**src/rtl/snn_pkg.sv**
```systemverilog
// Shared definitions for the spiking-neuron readout blocks.
package snn_pkg;

    localparam int TS_WIDTH_DEF    = 8;
    localparam int STATE_WIDTH_DEF = 8;

    // One logged spike event, timestamp in the upper bits.
    typedef struct packed {
        logic [TS_WIDTH_DEF-1:0]    ts;
        logic [STATE_WIDTH_DEF-1:0] state;
    } spike_evt_t;

endpackage

```
**src/rtl/sync_fifo.sv**
```systemverilog
// Single-clock FIFO with occupancy count and full/empty flags.
// The read port is combinational from the head entry, so a word written in
// cycle N first appears at o_rdata in cycle N+1 (no fall-through).
module sync_fifo #(
    parameter int WIDTH      = 16,
    parameter int DEPTH      = 8,
    parameter int ADDR_WIDTH = 3
) (
    input  logic                  clk,
    input  logic                  rst_n,
    input  logic                  i_push,
    input  logic                  i_pop,
    input  logic [WIDTH-1:0]      i_wdata,
    output logic [WIDTH-1:0]      o_rdata,
    output logic [ADDR_WIDTH:0]   o_count,
    output logic                  o_full,
    output logic                  o_empty
);

    logic [WIDTH-1:0]      r_mem [DEPTH];
    logic [ADDR_WIDTH-1:0] r_wr_ptr;
    logic [ADDR_WIDTH-1:0] r_rd_ptr;
    logic [ADDR_WIDTH:0]   r_count;

    logic w_push;
    logic w_pop;

    assign o_full  = (r_count == (ADDR_WIDTH+1)'(DEPTH));
    assign o_empty = (r_count == '0);

    // Pops from an empty FIFO are ignored; a push into a full FIFO is only
    // taken when a pop frees the slot in the same cycle.
    assign w_pop  = i_pop & ~o_empty;
    assign w_push = i_push & (~o_full | w_pop);

    // Storage is not reset; stale contents are hidden by the count.
    always_ff @(posedge clk) begin
        if (w_push) begin
            r_mem[r_wr_ptr] <= i_wdata;
        end
    end

    // Pointers wrap naturally because DEPTH is a power of two.
    always_ff @(posedge clk or negedge rst_n) begin
        if (!rst_n) begin
            r_wr_ptr <= '0;
            r_rd_ptr <= '0;
        end else begin
            if (w_push) begin
                r_wr_ptr <= r_wr_ptr + ADDR_WIDTH'(1);
            end
            if (w_pop) begin
                r_rd_ptr <= r_rd_ptr + ADDR_WIDTH'(1);
            end
        end
    end

    // Occupancy: simultaneous push and pop leave the count unchanged.
    always_ff @(posedge clk or negedge rst_n) begin
        if (!rst_n) begin
            r_count <= '0;
        end else begin
            case ({w_push, w_pop})
                2'b10:   r_count <= r_count + (ADDR_WIDTH+1)'(1);
                2'b01:   r_count <= r_count - (ADDR_WIDTH+1)'(1);
                default: r_count <= r_count;
            endcase
        end
    end

    assign o_rdata = r_mem[r_rd_ptr];
    assign o_count = r_count;

endmodule

```
**src/rtl/spike_event_logger.sv**
```systemverilog
// Logs {timestamp, membrane state} on each enabled rising edge of the neuron
// spike into a small FIFO drained by a valid/ready consumer. A sticky flag
// records any event dropped because the FIFO was full.
module spike_event_logger
    import snn_pkg::*;
#(
    parameter int TS_WIDTH    = TS_WIDTH_DEF,
    parameter int STATE_WIDTH = STATE_WIDTH_DEF,
    parameter int DEPTH       = 8,
    parameter int ADDR_WIDTH  = 3
) (
    input  logic                   clk,
    input  logic                   rst_n,
    input  logic                   enable,
    input  logic                   spike,
    input  logic [STATE_WIDTH-1:0] state,
    input  logic                   clr_ovf,
    output logic                   out_valid,
    input  logic                   out_ready,
    output logic [TS_WIDTH-1:0]    out_ts,
    output logic [STATE_WIDTH-1:0] out_state,
    output logic [ADDR_WIDTH:0]    count,
    output logic                   overflow
);

    localparam int EVT_WIDTH = TS_WIDTH + STATE_WIDTH;

    logic [TS_WIDTH-1:0]  r_ts;
    logic                 r_spike_q;
    logic                 r_overflow;

    logic                 w_evt;
    logic                 w_pop;
    logic                 w_drop;
    logic                 w_full;
    logic                 w_empty;
    logic [EVT_WIDTH-1:0] w_wdata;
    logic [EVT_WIDTH-1:0] w_rdata;
    logic [ADDR_WIDTH:0]  w_count;

    // Free-running timestamp, frozen while logging is disabled.
    always_ff @(posedge clk or negedge rst_n) begin
        if (!rst_n) begin
            r_ts <= '0;
        end else if (enable) begin
            r_ts <= r_ts + TS_WIDTH'(1);
        end
    end

    // Spike history tracks the input even while disabled, so an edge that
    // happened during disable is not replayed when enable returns.
    always_ff @(posedge clk or negedge rst_n) begin
        if (!rst_n) begin
            r_spike_q <= 1'b0;
        end else begin
            r_spike_q <= spike;
        end
    end

    assign w_evt   = spike & ~r_spike_q & enable;
    assign w_pop   = ~w_empty & out_ready;
    assign w_drop  = w_evt & w_full & ~w_pop;
    // Timestamp captured is the pre-increment value of the event cycle.
    assign w_wdata = {r_ts, state};

    // Sticky drop flag; a drop in the same cycle as a clear keeps it set.
    always_ff @(posedge clk or negedge rst_n) begin
        if (!rst_n) begin
            r_overflow <= 1'b0;
        end else if (w_drop) begin
            r_overflow <= 1'b1;
        end else if (clr_ovf) begin
            r_overflow <= 1'b0;
        end
    end

    sync_fifo #(
        .WIDTH      (EVT_WIDTH),
        .DEPTH      (DEPTH),
        .ADDR_WIDTH (ADDR_WIDTH)
    ) u_fifo (
        .clk     (clk),
        .rst_n   (rst_n),
        .i_push  (w_evt),
        .i_pop   (out_ready),
        .i_wdata (w_wdata),
        .o_rdata (w_rdata),
        .o_count (w_count),
        .o_full  (w_full),
        .o_empty (w_empty)
    );

    assign out_valid             = ~w_empty;
    assign {out_ts, out_state}   = w_rdata;
    assign count                 = w_count;
    assign overflow              = r_overflow;

endmodule

```
**config.mk**
```make
export PLATFORM = sky130hd
export DESIGN_NAME = spike_event_logger
export DESIGN_NICKNAME = d
export VERILOG_FILES = /design/src/rtl/snn_pkg.sv /design/src/rtl/sync_fifo.sv /design/src/rtl/spike_event_logger.sv
export SDC_FILE = /design/constraint.sdc
export NUM_CORES = 1
export LEC_CHECK = 0
export BUFFER_PORTS_ARGS = -buffer_cell sky130_fd_sc_hd__buf_2
export CORE_MARGIN = 10
export CORE_UTILIZATION = 31
export DETAILED_ROUTE_END_ITERATION = 8
export GPL_ROUTABILITY_DRIVEN = 0
export PLACE_DENSITY_LB_ADDON = 0.15
export SLEW_MARGIN = 10
export SYNTH_ARGS = -nofsm -noshare
export SYNTH_HDL_FRONTEND = slang
export SYNTH_SLANG_ARGS = --single-unit
```
**constraint.sdc**
```tcl
create_clock -name clk -period 3.13 [get_ports clk]
set_clock_uncertainty 0.1 [all_clocks]
set_input_delay 0.313 -clock clk [delete_from_list [all_inputs] [get_ports clk]]
set_output_delay 0.313 -clock clk [all_outputs]
set_load 0.05 [all_outputs]
```
# Word level (Yosys, flattened, before mapping)
# Memory sizes are Yosys's and may differ from the RTL's.
# Cells that the tools add are included.
# word_totals
mem_count	1
elab_cells	34
mem_bits_rw	128
register_bits	20
out_inout_bits	22
in_bits	14
# op_classes
n_eq_ne	3
bitwise	11
reduce_logical	3
n_mux	5
n_addsub	5
# memory_table
memory	depth	word_bits	read_ports	rd_clocked_by_memory_dff	write_ports	line	rtl
u_fifo.r_mem	8	16	1	0	1	sync_fifo.sv:20	logic [WIDTH-1:0] r_mem [DEPTH];
# op_table
cell	n
$add 8x1->8 const B	1
$pmux 4 s2	1
$add 3x1->3 const B	2
$and 1x1->1	6
$add 4x1->4 const B	1
$eq 4x4->1 const B	1
$logic_not 4->1	1
$mux 1	4
$not 1->1	4
$reduce_bool 2->1	2
$sub 4x1->4 const B	1
$eq 2x1->1 const B	1
$eq 2x2->1 const B	1
$or 1x1->1	1

# Logic depth before layout (Yosys ltp)
# Gate-level depths: netlist of the first run.
# logic_depth
ltp_word	7
depth_mapped	9
depth_no_buf	7

# Cells and area by module
# From an unflattened synthesis of the first run, not the netlist that was laid out.
# unflattened
cells_unflattened	288
area_unflattened_um2	5900.7
# by_module_without_submodules
mod	area_per_inst_um2	seq_area_each_um2	cells_each	n_inst
sync_fifo	5464.0	4093.9	253	1
spike_event_logger	436.7	250.2	35	1

# Worst setup path before layout of the first run
# No wires, ideal clock.
# synth_timing
kind	register to register
startpoint	reg u_fifo.r_count[0], in the netlist u_fifo.o_count[0]
endpoint	mem u_fifo.r_mem[0][0], enable pin
setup_time_ns	0.409
synth_period_minus_slack_ns	2.995
required_ns	2.621
path_slack_ns	0.135
path_stages_with_launch	6
arrival_ns	2.485
path_buffers	1
path_cell_list	dfrtp_1 buf_2 nor3_2 a21oi_2 nand2b_1 nor3_1
# synth_between
elab_chain_cells	7
word_cells_on_any_way	9
classes_between	eq/ne (1); mux (2); bitwise (5); reduce/logical (1)
# synth_rtl
element	line	rtl
start, declared	sync_fifo.sv:23	logic [ADDR_WIDTH:0] r_count;
start signal, assigned	sync_fifo.sv:64	2'b10: r_count <= r_count + (ADDR_WIDTH+1)'(1);
start signal, assigned	sync_fifo.sv:65	2'b01: r_count <= r_count - (ADDR_WIDTH+1)'(1);
start signal, assigned	sync_fifo.sv:66	default: r_count <= r_count;
$logic_not 4->1	sync_fifo.sv:29	assign o_empty = (r_count == '0);
$not 1->1	sync_fifo.sv:33	assign w_pop = i_pop & ~o_empty;
$and 1x1->1	sync_fifo.sv:33	
$or 1x1->1 (*)	sync_fifo.sv:34	assign w_push = i_push & (~o_full | w_pop);
$and 1x1->1 (*)	sync_fifo.sv:34	
$mux 1 (*)	sync_fifo.sv:38	if (w_push) begin
$mux 1 (implied by the code) (*)	sync_fifo.sv:39	r_mem[r_wr_ptr] <= i_wdata;
end, declared	sync_fifo.sv:20	
# Every way passes the cells marked *; elsewhere a longest branch is shown, timed or not.

# Worst setup path after layout of the first run
# layout_timing
startpoint	reg u_fifo.r_rd_ptr[0]
endpoint	out out_ts[6]
# layout_between
elab_chain_cells	1
# layout_rtl
element	line	rtl
start, declared	sync_fifo.sv:22	logic [ADDR_WIDTH-1:0] r_rd_ptr;
start signal, assigned	sync_fifo.sv:53	r_rd_ptr <= r_rd_ptr + ADDR_WIDTH'(1);
$mem_v2 8x16	--	
end, declared	spike_event_logger.sv:20	output logic [TS_WIDTH-1:0] out_ts,
# Every way passes these cells.

==> reports/qor.csv, run 1 <==
stage,metric,value,unit
run_status,status,"finished, final reports clean",
floorplan,Std-Cell Rows,50,
detailed_routing,post-route ant nets,0,
logic_synthesis,ys flop type,edfxtp_1,
floorplan,Die Wd,159,um
sta,RSZ-0062 raised after global routing,false,
setup_path,CP Max Fanout,22,
global_routing,first-pass GRT wire length,18.1,mm
sta,max-slew violation count,0,
detailed_routing,Via-to-Cell Ratio,4.60,
setup_path,r2r setup slk,780,ps
place,placed cell area,6580,um2
sta,period utilization,89.9,%
sta,Worst Tran Pin Value,511,ps
logic_synthesis,"Net Count, Synth",313,
place,Setup WS pre-CTS,726,ps
setup_path,Startpoint Class,flop,
clock_tree,TritonCTS Sinks,148,
global_routing,largest net degree at the start of global routing,35,
hold_path,Hold Startpoint,state[6],
logic_synthesis,largest family of logic cells by synthesized area,multiplexers,
setup_path,"Slowest-stage cell, CP",dfrtp_2,
logic_synthesis,Adder-Cell Fraction of Synth Area,0.833,%
floorplan,DIE AREA,25400,um2
clock_tree,Worst-path clk slew,60,ps
final_layout,"final std cell area, no fill",7190,um2
logic_synthesis,main area contributors after synthesis,"edfxtp_1, mux4_1, dfrtp_1, mux2_2, mux4_2",
setup_path,max incr delay on CP,620,ps
floorplan,Initial Util,31.8,%
setup_path,Critical Path RT,2720,ps
logic_synthesis,Async SR Flop Fraction,13.5,%
global_routing,vias in the first global route,2983,
sta,Tmin final,2810,ps
clock_tree,clk_lat worst skew,420,ps
logic_synthesis,"Avg Cell Area, Syn",20.4,um2
clock_tree,CTS Buf Count,17,
clock_tree,number of H-tree branching levels,4,
logic_synthesis,"count leader, synth",edfxtp_1,
detailed_routing,drt pass-1 iters,4,
global_routing,initial antenna violation count,0,
sta,setup ws final,317,ps
detailed_routing,wire per inst,18.5,um
setup_path,Setup CP Type,flop to output port,
clock_tree,Post-CTS Setup Bufs,0,
floorplan,height of the die,159,um
final_layout,Antenna diodes,0,
place,dpl hpwl,7.11,mm
sta,post-route setup TNS,0,ps
sta,max_slew headroom,65.9,%
floorplan,IO Pins,36,
logic_synthesis,mapped cell area,6010,um2
logic_synthesis,Post-Synth Simple-Gate Area,3.87,%
floorplan,core area,18900,um2
sta,max frequency,0.355,GHz
detailed_routing,drt total wl,11.6,mm
final_layout,synthesis-to-finish area growth,19.6,%
power,VDD IR max,0.420,mV
sta,Final Setup Violations,0,
clock_tree,deepest clock path buffer count,2,
global_routing,total grt overflow,0,
logic_synthesis,Ys Warns,0,
logic_synthesis,#FFs+latches synth,148,
setup_path,CP Cell Sequence,buf_12 -> mux4_1 -> mux2_2 -> buf_2,
setup_path,"Arr. time, crit path",2400,ps
final_layout,Final nets,371,
logic_synthesis,synthesized-area fraction occupied by xor and xnor cells,2.04,%
logic_synthesis,number of flops mapped to enable cells by yosys,128,
logic_synthesis,leading area contributor after synthesis,edfxtp_1,
global_routing,GRT Resource Usage Total,9.50,%
clock_tree,CTS tree,yes,
logic_synthesis,Synth top cells by count,"edfxtp_1, mux4_1, dfrtp_1",
clock_tree,root buf cell,clkbuf_16,
detailed_routing,DR iter-0 viols,137,
logic_synthesis,Mapped Cells,295,
detailed_routing,DRC,0,
logic_synthesis,compound-gate portion of the synthesized area,1.85,%
logic_synthesis,post-synthesis sequential area ratio,72.3,%
final_layout,final core utilization,38.0,%
setup_path,Crit. End Element,output port,
final_layout,layout cells sized above 1,32.0,%
power,Pleak,2.51,nW
flow_run,Max-cap violations,0,
setup_path,launch point of the worst path,u_fifo.r_rd_ptr[0],
hold_path,hold crit path type,primary input to flop,
logic_synthesis,area share of the largest cell type after synthesis,64.0,%
detailed_routing,DR vias,2878,
power,pwr/cell area,952,nW/um2
final_layout,fillers,1746,
place,number of port buffers,35,
clock_tree,cts-stage hold buffer count,3,
clock_tree,Post-CTS Resized,0,
logic_synthesis,Cell variety after synth,37,
sta,"Hold Violations, Final",0,
logic_synthesis,mux share of post-synthesis cell area,17.3,%
setup_path,Reg2Reg Launch Point,u_fifo.o_count[1],
[metrics by stage]
stage	hold slack (ps)	power, W	instances
2_1_floorplan	-82.6	0.00446	295
3_3_place_gp	211	0.00495	591
3_5_place_dp	225	0.00498	591
4_1_cts	55.4	0.00696	626
5_1_grt	63.5	0.00720	626
6_report	73.3	0.00684	626
[flip-flops by register name (all words and copies together), names as in the netlist]
name / cells
overflow: 1
r_spike_q: 1
r_ts: 8
u_fifo.o_count: 4
u_fifo.r_mem: 128
u_fifo.r_rd_ptr: 3
u_fifo.r_wr_ptr: 3
[path summary, 6_finish.rpt]
| path | to | cells after the start |
|---|---|---|
| worst max-delay path | out_ts[6] | 4 |
| worst min-delay path | u_fifo.r_mem[2][6] | 1 |
| worst max register to register | u_fifo.o_count[1] | 6 |
| worst min register to register | u_fifo.r_wr_ptr[0] | 1 |
| max in group asynchronous | u_fifo.r_rd_ptr[0] | 2 |
| min in group asynchronous | r_spike_q | 2 |
[final cells by class]
type	instances	area, um2	share of cell area [%]
Multi-Input combinational cell	129	1570	21.8
Clock buffer	17	425	5.92
Sequential cell	148	4350	60.5
Timing Repair Buffer	56	365	5.08
Clock inverter	15	156	2.18
Inverter	1	3.75	0.0522
Tap cell	260	325	4.53
[kinds of logic (layout without fill, tap and decap cells)]
kind of cell             after synthesis  in the layout
AO/OA/AOI/OAI                         13             13
XOR/XNOR                              14             14
adder cells (fa/ha/maj)                4              4
buffers and inverters                 18             89
flip-flops                           148            148
multiplexers                          52             52
AND/OR/NAND/NOR                       46             46
[critical path, delay by kind of cell, from the launching register on]
kind	cells	cell delay, ps
flops	1	620
buf+inv	2	480
mux	2	870
[cell usage in the layout, fill, tap and decap left out, drive strengths merged, types with 4 or more instances in the layout]
cell type / n
edfxtp: 128
buf: 53
xor2: 5
inv: 4
dfrtp: 20
nor3: 6
o21ai: 4
clkinv: 6
clkinvlp: 4
xnor2: 9
nand2: 11
mux4: 32
ha: 4
clkbuf: 17
mux2: 19
nor2: 13
[report_power, final]
part | switching (W) | leakage [nW] | internal (W)
Sequential | 0.000338 | 1.40 | 0.00242
Clock | 0.000789 | 0.274 | 0.00118
Combinational | 0.00127 | 0.833 | 0.000848
[layer usage]
layer / track usage (%) / share of wire (%)
met1: 11.7 / 46
met2: 15.1 / 49
met3: 3.49 / 3.3
met4: 3.29 / 1.4
met5: 0 / 0
(Power assumes the default switching activity.)
==> run 2, diff against run 1 <==
- ABC_AREA: unset -> 1
- CELL_PAD_IN_SITES_DETAIL_PLACEMENT: unset -> 1
- CELL_PAD_IN_SITES_GLOBAL_PLACEMENT: unset -> 1
==> run 2 against run 1 <==
  * Sequential power decreased by 2%
  * Global-route usage up 2.1 points
  * Register-to-register slack better by 440 ps
  * Cell count up 31%
  * Clock power up 3%
  * Core utilization down 0.66 points
  * Clock-buffer cell count increased by 1
  * First-iteration DRC count is 4.4% higher
  * Critical path depth grew 3
  * Routed wire length increased by 26%
  * Setup slack lost 14 ps
  * Combinational power up 30%
==> reports/qor.csv, run 2 <==
stage,metric,value,unit,change
detailed_routing,drt pass-1 iters,4,,unchanged
logic_synthesis,Cell variety after synth,31,,-16%
final_layout,Final nets,559,,+51%
final_layout,max reg flops,128,,unchanged
sta,post-route setup TNS,0,ps,unchanged
hold_path,hold crit path type,primary input to flop,,
logic_synthesis,"Net Count, Synth",511,,+63%
floorplan,height of the die,160,um,+0.73%
power,VDD IR max,0.397,mV,-5.5%
hold_path,Hold Startpoint,state[7],,
setup_path,"Arr. time, crit path",2410,ps,about the same
sta,"Hold Violations, Final",0,,unchanged
setup_path,Reg2Reg Depth,6,,unchanged
setup_path,Reg2Reg Launch Point,u_fifo.o_count[0],,
clock_tree,deepest clock path buffer count,2,,unchanged
floorplan,Die Wd,160,um,+0.73%
logic_synthesis,Ys Warns,0,,unchanged
clock_tree,number of H-tree branching levels,4,,unchanged
logic_synthesis,Mapped Cells,493,,+67%
logic_synthesis,main area contributors after synthesis,"edfxtp_1, dfrtp_1, nor2_1, nand2_1, o32ai_1",,
logic_synthesis,"count leader, synth",edfxtp_1,,
flow_run,Max-cap violations,0,,unchanged
global_routing,largest net degree at the start of global routing,40,,+14%
setup_path,Startpoint Class,flop,,
logic_synthesis,area share of the largest cell type after synthesis,62.9,%,-1.0 points
sta,Tmin final,2830,ps,+13.7 ps
global_routing,initial antenna violation count,0,,unchanged
clock_tree,CTS tree,yes,,
final_layout,Antenna diodes,0,,unchanged
sta,period utilization,90.3,%,+0.44 points
logic_synthesis,mapped cell area,6110,um2,+1.7%
logic_synthesis,Async SR Flop Fraction,13.5,%,unchanged
floorplan,core area,19400,um2,+2.7%
detailed_routing,Via-to-Cell Ratio,4.70,,+2.2%
clock_tree,Worst-path clk slew,60,ps,about the same
clock_tree,Post-CTS Resized,0,,unchanged
detailed_routing,DR vias,3847,,+34%
logic_synthesis,#FFs+latches synth,148,,unchanged
final_layout,synthesis-to-finish area growth,18.7,%,
setup_path,r2r setup slk,1220,ps,+440 ps
detailed_routing,wire per inst,17.8,um,-3.6%
logic_synthesis,Synth top cells by count,"edfxtp_1, nor2_1, nand2_1",,
setup_path,Critical Path RT,2720,ps,about the same
setup_path,r2r endpoint,u_fifo.r_mem[4][10],,
global_routing,total grt overflow,0,,unchanged
global_routing,GRT Resource Usage Total,11.6,%,+2.1 points
hold_path,WHS Path Cells,1,,unchanged
hold_path,hold endpoint,u_fifo.r_mem[2][7],,
clock_tree,clk_lat worst skew,420,ps,about the same
floorplan,Initial Util,31.5,%,-0.31 points
floorplan,DIE AREA,25700,um2,+1.5%
final_layout,"commonest non-fill, non-tap cell in the layout",edfxtp_1,,
final_layout,layout cells sized above 1,19.1,%,-13 points
final_layout,fillers,2100,,+20%
setup_path,Setup CP Type,flop to output port,,
power,pwr/cell area,1030,nW/um2,+8.5%
final_layout,most frequent cells in the layout,"edfxtp_1, nor2_1, nand2_1",,
sta,max_slew headroom,45.7,%,-20 points
run_status,status,"finished, final reports clean",,
sta,max-slew violation count,0,,unchanged
sta,RSZ-0062 raised after global routing,false,,
logic_synthesis,leading area contributor after synthesis,edfxtp_1,,
floorplan,Std-Cell Rows,51,,+2.0%
logic_synthesis,number of flops mapped to enable cells by yosys,128,,unchanged
final_layout,final core utilization,37.4,%,-0.66 points
global_routing,first-pass GRT wire length,23.1,mm,+28%
clock_tree,TritonCTS Sinks,148,,unchanged
logic_synthesis,"Avg Cell Area, Syn",12.4,um2,-39%
place,number of port buffers,35,,unchanged
sta,WHS,59.7,ps,-13.6 ps
setup_path,Crit. End Element,output port,,
place,dpl hpwl,8.93,mm,+26%
detailed_routing,DR iter-0 viols,143,,+4.4%
final_layout,register with the most flip-flops,u_fifo.r_mem,,
sta,Worst Tran Pin Value,810,ps,+298 ps
detailed_routing,DRC,0,,unchanged
floorplan,IO Pins,36,,unchanged
clock_tree,root buf cell,clkbuf_16,,
detailed_routing,post-route ant nets,0,,unchanged
logic_synthesis,ys flop type,edfxtp_1,,
sta,Final Setup Violations,0,,unchanged
global_routing,vias in the first global route,4194,,+41%
sta,max frequency,0.354,GHz,-0.48%
detailed_routing,drt total wl,14.6,mm,+26%
setup_path,CP Max Fanout,28,,+27%
logic_synthesis,post-synthesis sequential area ratio,71.1,%,-1.2 points
power,Pleak,2.68,nW,+6.8%
clock_tree,CTS Buf Count,17,,unchanged
[run 2: power breakdown]
group | leakage [nW] | total, W | switching, W | internal [W]
Clock | 0.269 | 0.00203 | 0.000789 | 0.00125
Combinational | 1.01 | 0.00274 | 0.00198 | 0.000765
Sequential | 1.40 | 0.00271 | 0.000308 | 0.00240
Total | 2.68 | 0.00749 | 0.00308 | 0.00441
[run 2: stage by stage]
stage | worst slack, ps | cell area, um2 | instances | total power, W
global placement | 783 | 6630 | 784 | 0.00547
floorplan | 720 | 6110 | 493 | 0.00476
finish | 303 | 7250 | 819 | 0.00749
detailed placement | 722 | 6630 | 784 | 0.00556
global route | 119 | 7250 | 819 | 0.00797
CTS | 267 | 7250 | 819 | 0.00762
[run 2: critical path, stage by stage (launching register included)]
cell	delay [ps]
dfrtp_2	620
inv_4	350
buf_12	220
nor2_1	70
o32ai_1	300
nand2_1	90
nand2_1	70
buf_2	250
[run 2: what timing repair did]
action	in CTS	in global routing
setup buffers	0	0
hold buffers	3	0
hold endpoints to repair	22	0
[run 2: routing by layer]
layer  routed length (um)  part of all wire, %  track usage (%)
met4                  148                  1.0             3.13
met3                  488                  3.3             3.20
met1                 6650                   46             13.8
met5                    0                    0                0
met2                 7300                   50             20.0
[run 2: worst max-delay path by stage]
stage / start / end / slack, ps / depth (start not counted)
2_1_floorplan: u_fifo.o_count[0] / u_fifo.r_mem[1][0] / 720 / 6
3_3_place_gp: u_fifo.r_rd_ptr[0] / out_state[0] / 780 / 7
3_5_place_dp: u_fifo.r_rd_ptr[0] / out_state[7] / 720 / 7
4_1_cts: u_fifo.r_rd_ptr[0] / out_state[7] / 270 / 7
5_1_grt: u_fifo.r_rd_ptr[0] / out_ts[7] / 120 / 7
6_report: u_fifo.r_rd_ptr[0] / out_state[7] / 300 / 7
[run 2: cells by family after synthesis]
family / Yosys count / share of synthesized area [%]
AND/OR/NAND/NOR: 214 / 14.8
flip-flops: 148 / 71.1
AO/OA/AOI/OAI: 68 / 7.56
buffers and inverters: 47 / 3.83
XOR/XNOR: 11 / 1.70
adder cells (fa/ha/maj): 4 / 0.819
multiplexers: 1 / 0.184
[run 2: final cells by class]
class	count	area (um2)	area share [%]
clock buffers	18	429	5.92
multi-input cells	298	1530	21.1
repair buffers	54	363	5.00
clock inverters	14	161	2.23
inverters	22	88.8	1.22
flip-flops and latches	148	4350	59.9
well taps	265	332	4.57
==> run 3, diff against run 2 <==
- CAP_MARGIN: unset -> 20
- CORE_UTILIZATION: 31 -> 32
==> run 3 against run 2 <==
  * First-iteration DRC count up 59%
  * Clock-buffer cell count up 1
  * Die area is 2.7% lower
  * Hold slack improved by 6.5 ps
  * Sequential cell count unchanged
  * Combinational power barely moved
  * Cell count decreased by 4.4%
  * Routed wire length down 1.4%
  * Power is 0.11% higher
  * Register-to-register slack about the same
  * Clock power increased by 4%
  * Critical path depth fell by 1
  * Largest cell class unchanged
==> reports/qor.csv, run 3 (synthesis results as in run 2) <==
stage,metric,value,unit,change
sta,Tmin final,2760,ps,-68.3 ps
detailed_routing,post-route ant nets,0,,unchanged
power,pwr/cell area,1040,nW/um2,+1.2%
floorplan,Std-Cell Rows,50,,-2.0%
clock_tree,TritonCTS Sinks,148,,unchanged
setup_path,Worst Path Buf+Inv,2,,-1
power,VDD IR max,0.565,mV,+42%
floorplan,Die Wd,158,um,-1.4%
sta,Final Setup Violations,0,,unchanged
sta,max_slew headroom,51.3,%,+5.7 points
sta,post-route setup TNS,0,ps,unchanged
detailed_routing,drt total wl,14.4,mm,-1.4%
detailed_routing,DRC,0,,unchanged
global_routing,largest net degree at the start of global routing,66,,+65%
final_layout,Seq. cell area,4350,um2,unchanged
setup_path,Reg2Reg Depth,6,,unchanged
final_layout,Final nets,554,,-0.89%
sta,Worst Tran Pin Value,725,ps,-84.4 ps
final_layout,Multi-input gate area,1530,um2,unchanged
final_layout,max reg flops,128,,unchanged
final_layout,register with the most flip-flops,u_fifo.r_mem,,
final_layout,"commonest non-fill, non-tap cell in the layout",edfxtp_1,,
power,Pleak,2.67,nW,-0.18%
floorplan,IO Pins,36,,unchanged
sta,max frequency,0.362,GHz,+2.5%
clock_tree,CTS Buf Count,17,,unchanged
sta,"Hold Violations, Final",0,,unchanged
global_routing,first-pass GRT wire length,23.0,mm,-0.63%
global_routing,vias in the first global route,4109,,-2.0%
final_layout,final core utilization,38.2,%,+0.84 points
detailed_routing,DR iter-0 viols,227,,+59%
detailed_routing,drt pass-1 iters,4,,unchanged
hold_path,WHS Path Cells,1,,unchanged
final_layout,fillers,2028,,-3.4%
flow_run,Max-cap violations,0,,unchanged
global_routing,initial antenna violation count,0,,unchanged
setup_path,Setup CP Type,flop to output port,,
sta,max-slew violation count,0,,unchanged
run_status,status,"finished, final reports clean",,
hold_path,hold crit path type,primary input to flop,,
final_layout,most frequent cells in the layout,"edfxtp_1, nor2_1, nand2_1",,
detailed_routing,DR vias,3826,,-0.55%
final_layout,layout cells sized above 1,18.4,%,-0.74 points
setup_path,CP Cell Sequence,buf_4 -> nor2_1 -> o32ai_1 -> nand2_1 -> nand2_1 -> buf_2,,
setup_path,CP Max Fanout,65,,+130%
setup_path,Critical Path RT,2720,ps,about the same
sta,WHS,66.2,ps,+6.53 ps
final_layout,synthesis-to-finish area growth,17.4,%,
setup_path,"Arr. time, crit path",2350,ps,-60 ps
floorplan,core area,18800,um2,-3.3%
setup_path,Crit. End Element,output port,,
floorplan,height of the die,158,um,-1.4%
detailed_routing,Via-to-Cell Ratio,4.89,,+4.0%
clock_tree,number of H-tree branching levels,4,,unchanged
setup_path,Critical Path Stages,6,,-1
sta,period utilization,88.1,%,-2.2 points
sta,RSZ-0062 raised after global routing,false,,
clock_tree,Post-CTS Setup Bufs,0,,unchanged
setup_path,crit-path most repeated cell,nand2_1,,
global_routing,GRT Resource Usage Total,12.2,%,+0.69 points
detailed_routing,wire per inst,18.4,um,+3.2%
floorplan,Initial Util,32.6,%,+1.1 points
clock_tree,Worst-path clk slew,60,ps,about the same
place,dpl hpwl,8.22,mm,-7.9%
place,number of port buffers,35,,unchanged
setup_path,"Slowest-stage cell, CP",buf_4,,
clock_tree,CTS tree,yes,,
setup_path,max incr delay on CP,540,ps,-80 ps
clock_tree,deepest clock path buffer count,2,,unchanged
global_routing,total grt overflow,0,,unchanged
final_layout,Antenna diodes,0,,unchanged
clock_tree,root buf cell,clkbuf_16,,
floorplan,DIE AREA,25000,um2,-2.7%
clock_tree,clk_lat worst skew,420,ps,about the same
setup_path,Crit path max-delay family,buffers and inverters,,
setup_path,Startpoint Class,flop,,
==> run 3: final timing paths <==
check / start / endpoint / slack [ps]
min in group asynchronous: rst_n / r_ts[1] / 290
setup / recovery: u_fifo.r_rd_ptr[0] / out_state[1] / 370
hold / removal: state[7] / u_fifo.r_mem[0][7] / 70
setup reg to reg: u_fifo.o_count[0] / u_fifo.r_mem[0][8] / 1230
hold reg to reg: overflow / overflow / 430
max in group asynchronous: rst_n / u_fifo.r_rd_ptr[1] / 2260
==> run 3: area by class of cell <==
cell class	count	area share (%)
clock inverters	13	2.53
repair buffers	49	4.19
flip-flops and latches	148	60.6
inverters	22	1.24
well taps	234	4.08
multi-input cells	298	21.3
clock buffers	19	6.03
==> run 3: routing by layer <==
metal  part of all wire, %  GRT usage, %
met1                    46          15.1
met2                    49          20.1
met3                   3.5          3.09
met4                   1.4          4.76
met5                     0             0
==> run 3: metrics by stage <==
step                      cell area, um2  setup slack, ps  power (W)  cells
after floorplan                     6110              720    0.00476    493
after global placement              6530              872    0.00542    748
after detailed placement            6530              858    0.00548    748
after CTS                           7170              338    0.00762    783
after global routing                7170              228    0.00797    783
final                               7170              371    0.00750    783
==> run 3: power breakdown <==
group | total, W | internal, W | switching (W) | leakage (nW)
Sequential | 0.00265 | 0.00240 | 0.000248 | 1.40
Clock | 0.00212 | 0.00133 | 0.000785 | 0.299
Combinational | 0.00273 | 0.000708 | 0.00202 | 0.975
Total | 0.00750 | 0.00444 | 0.00305 | 2.67
==> run 3: worst register-to-register path: stages (launching register included) <==
cell,delay (ps)
dfrtp_1,470
nor2_2,110
nand3_1,120
nand2_2,90
or2_4,280
nor2_2,90
buf_4,310
==> run 3: repair_timing <==
| item | in CTS | in global routing |
|---|---|---|
| hold endpoints to repair | 22 | 0 |
| hold buffers | 3 | 0 |
| resized for setup | 0 | 0 |
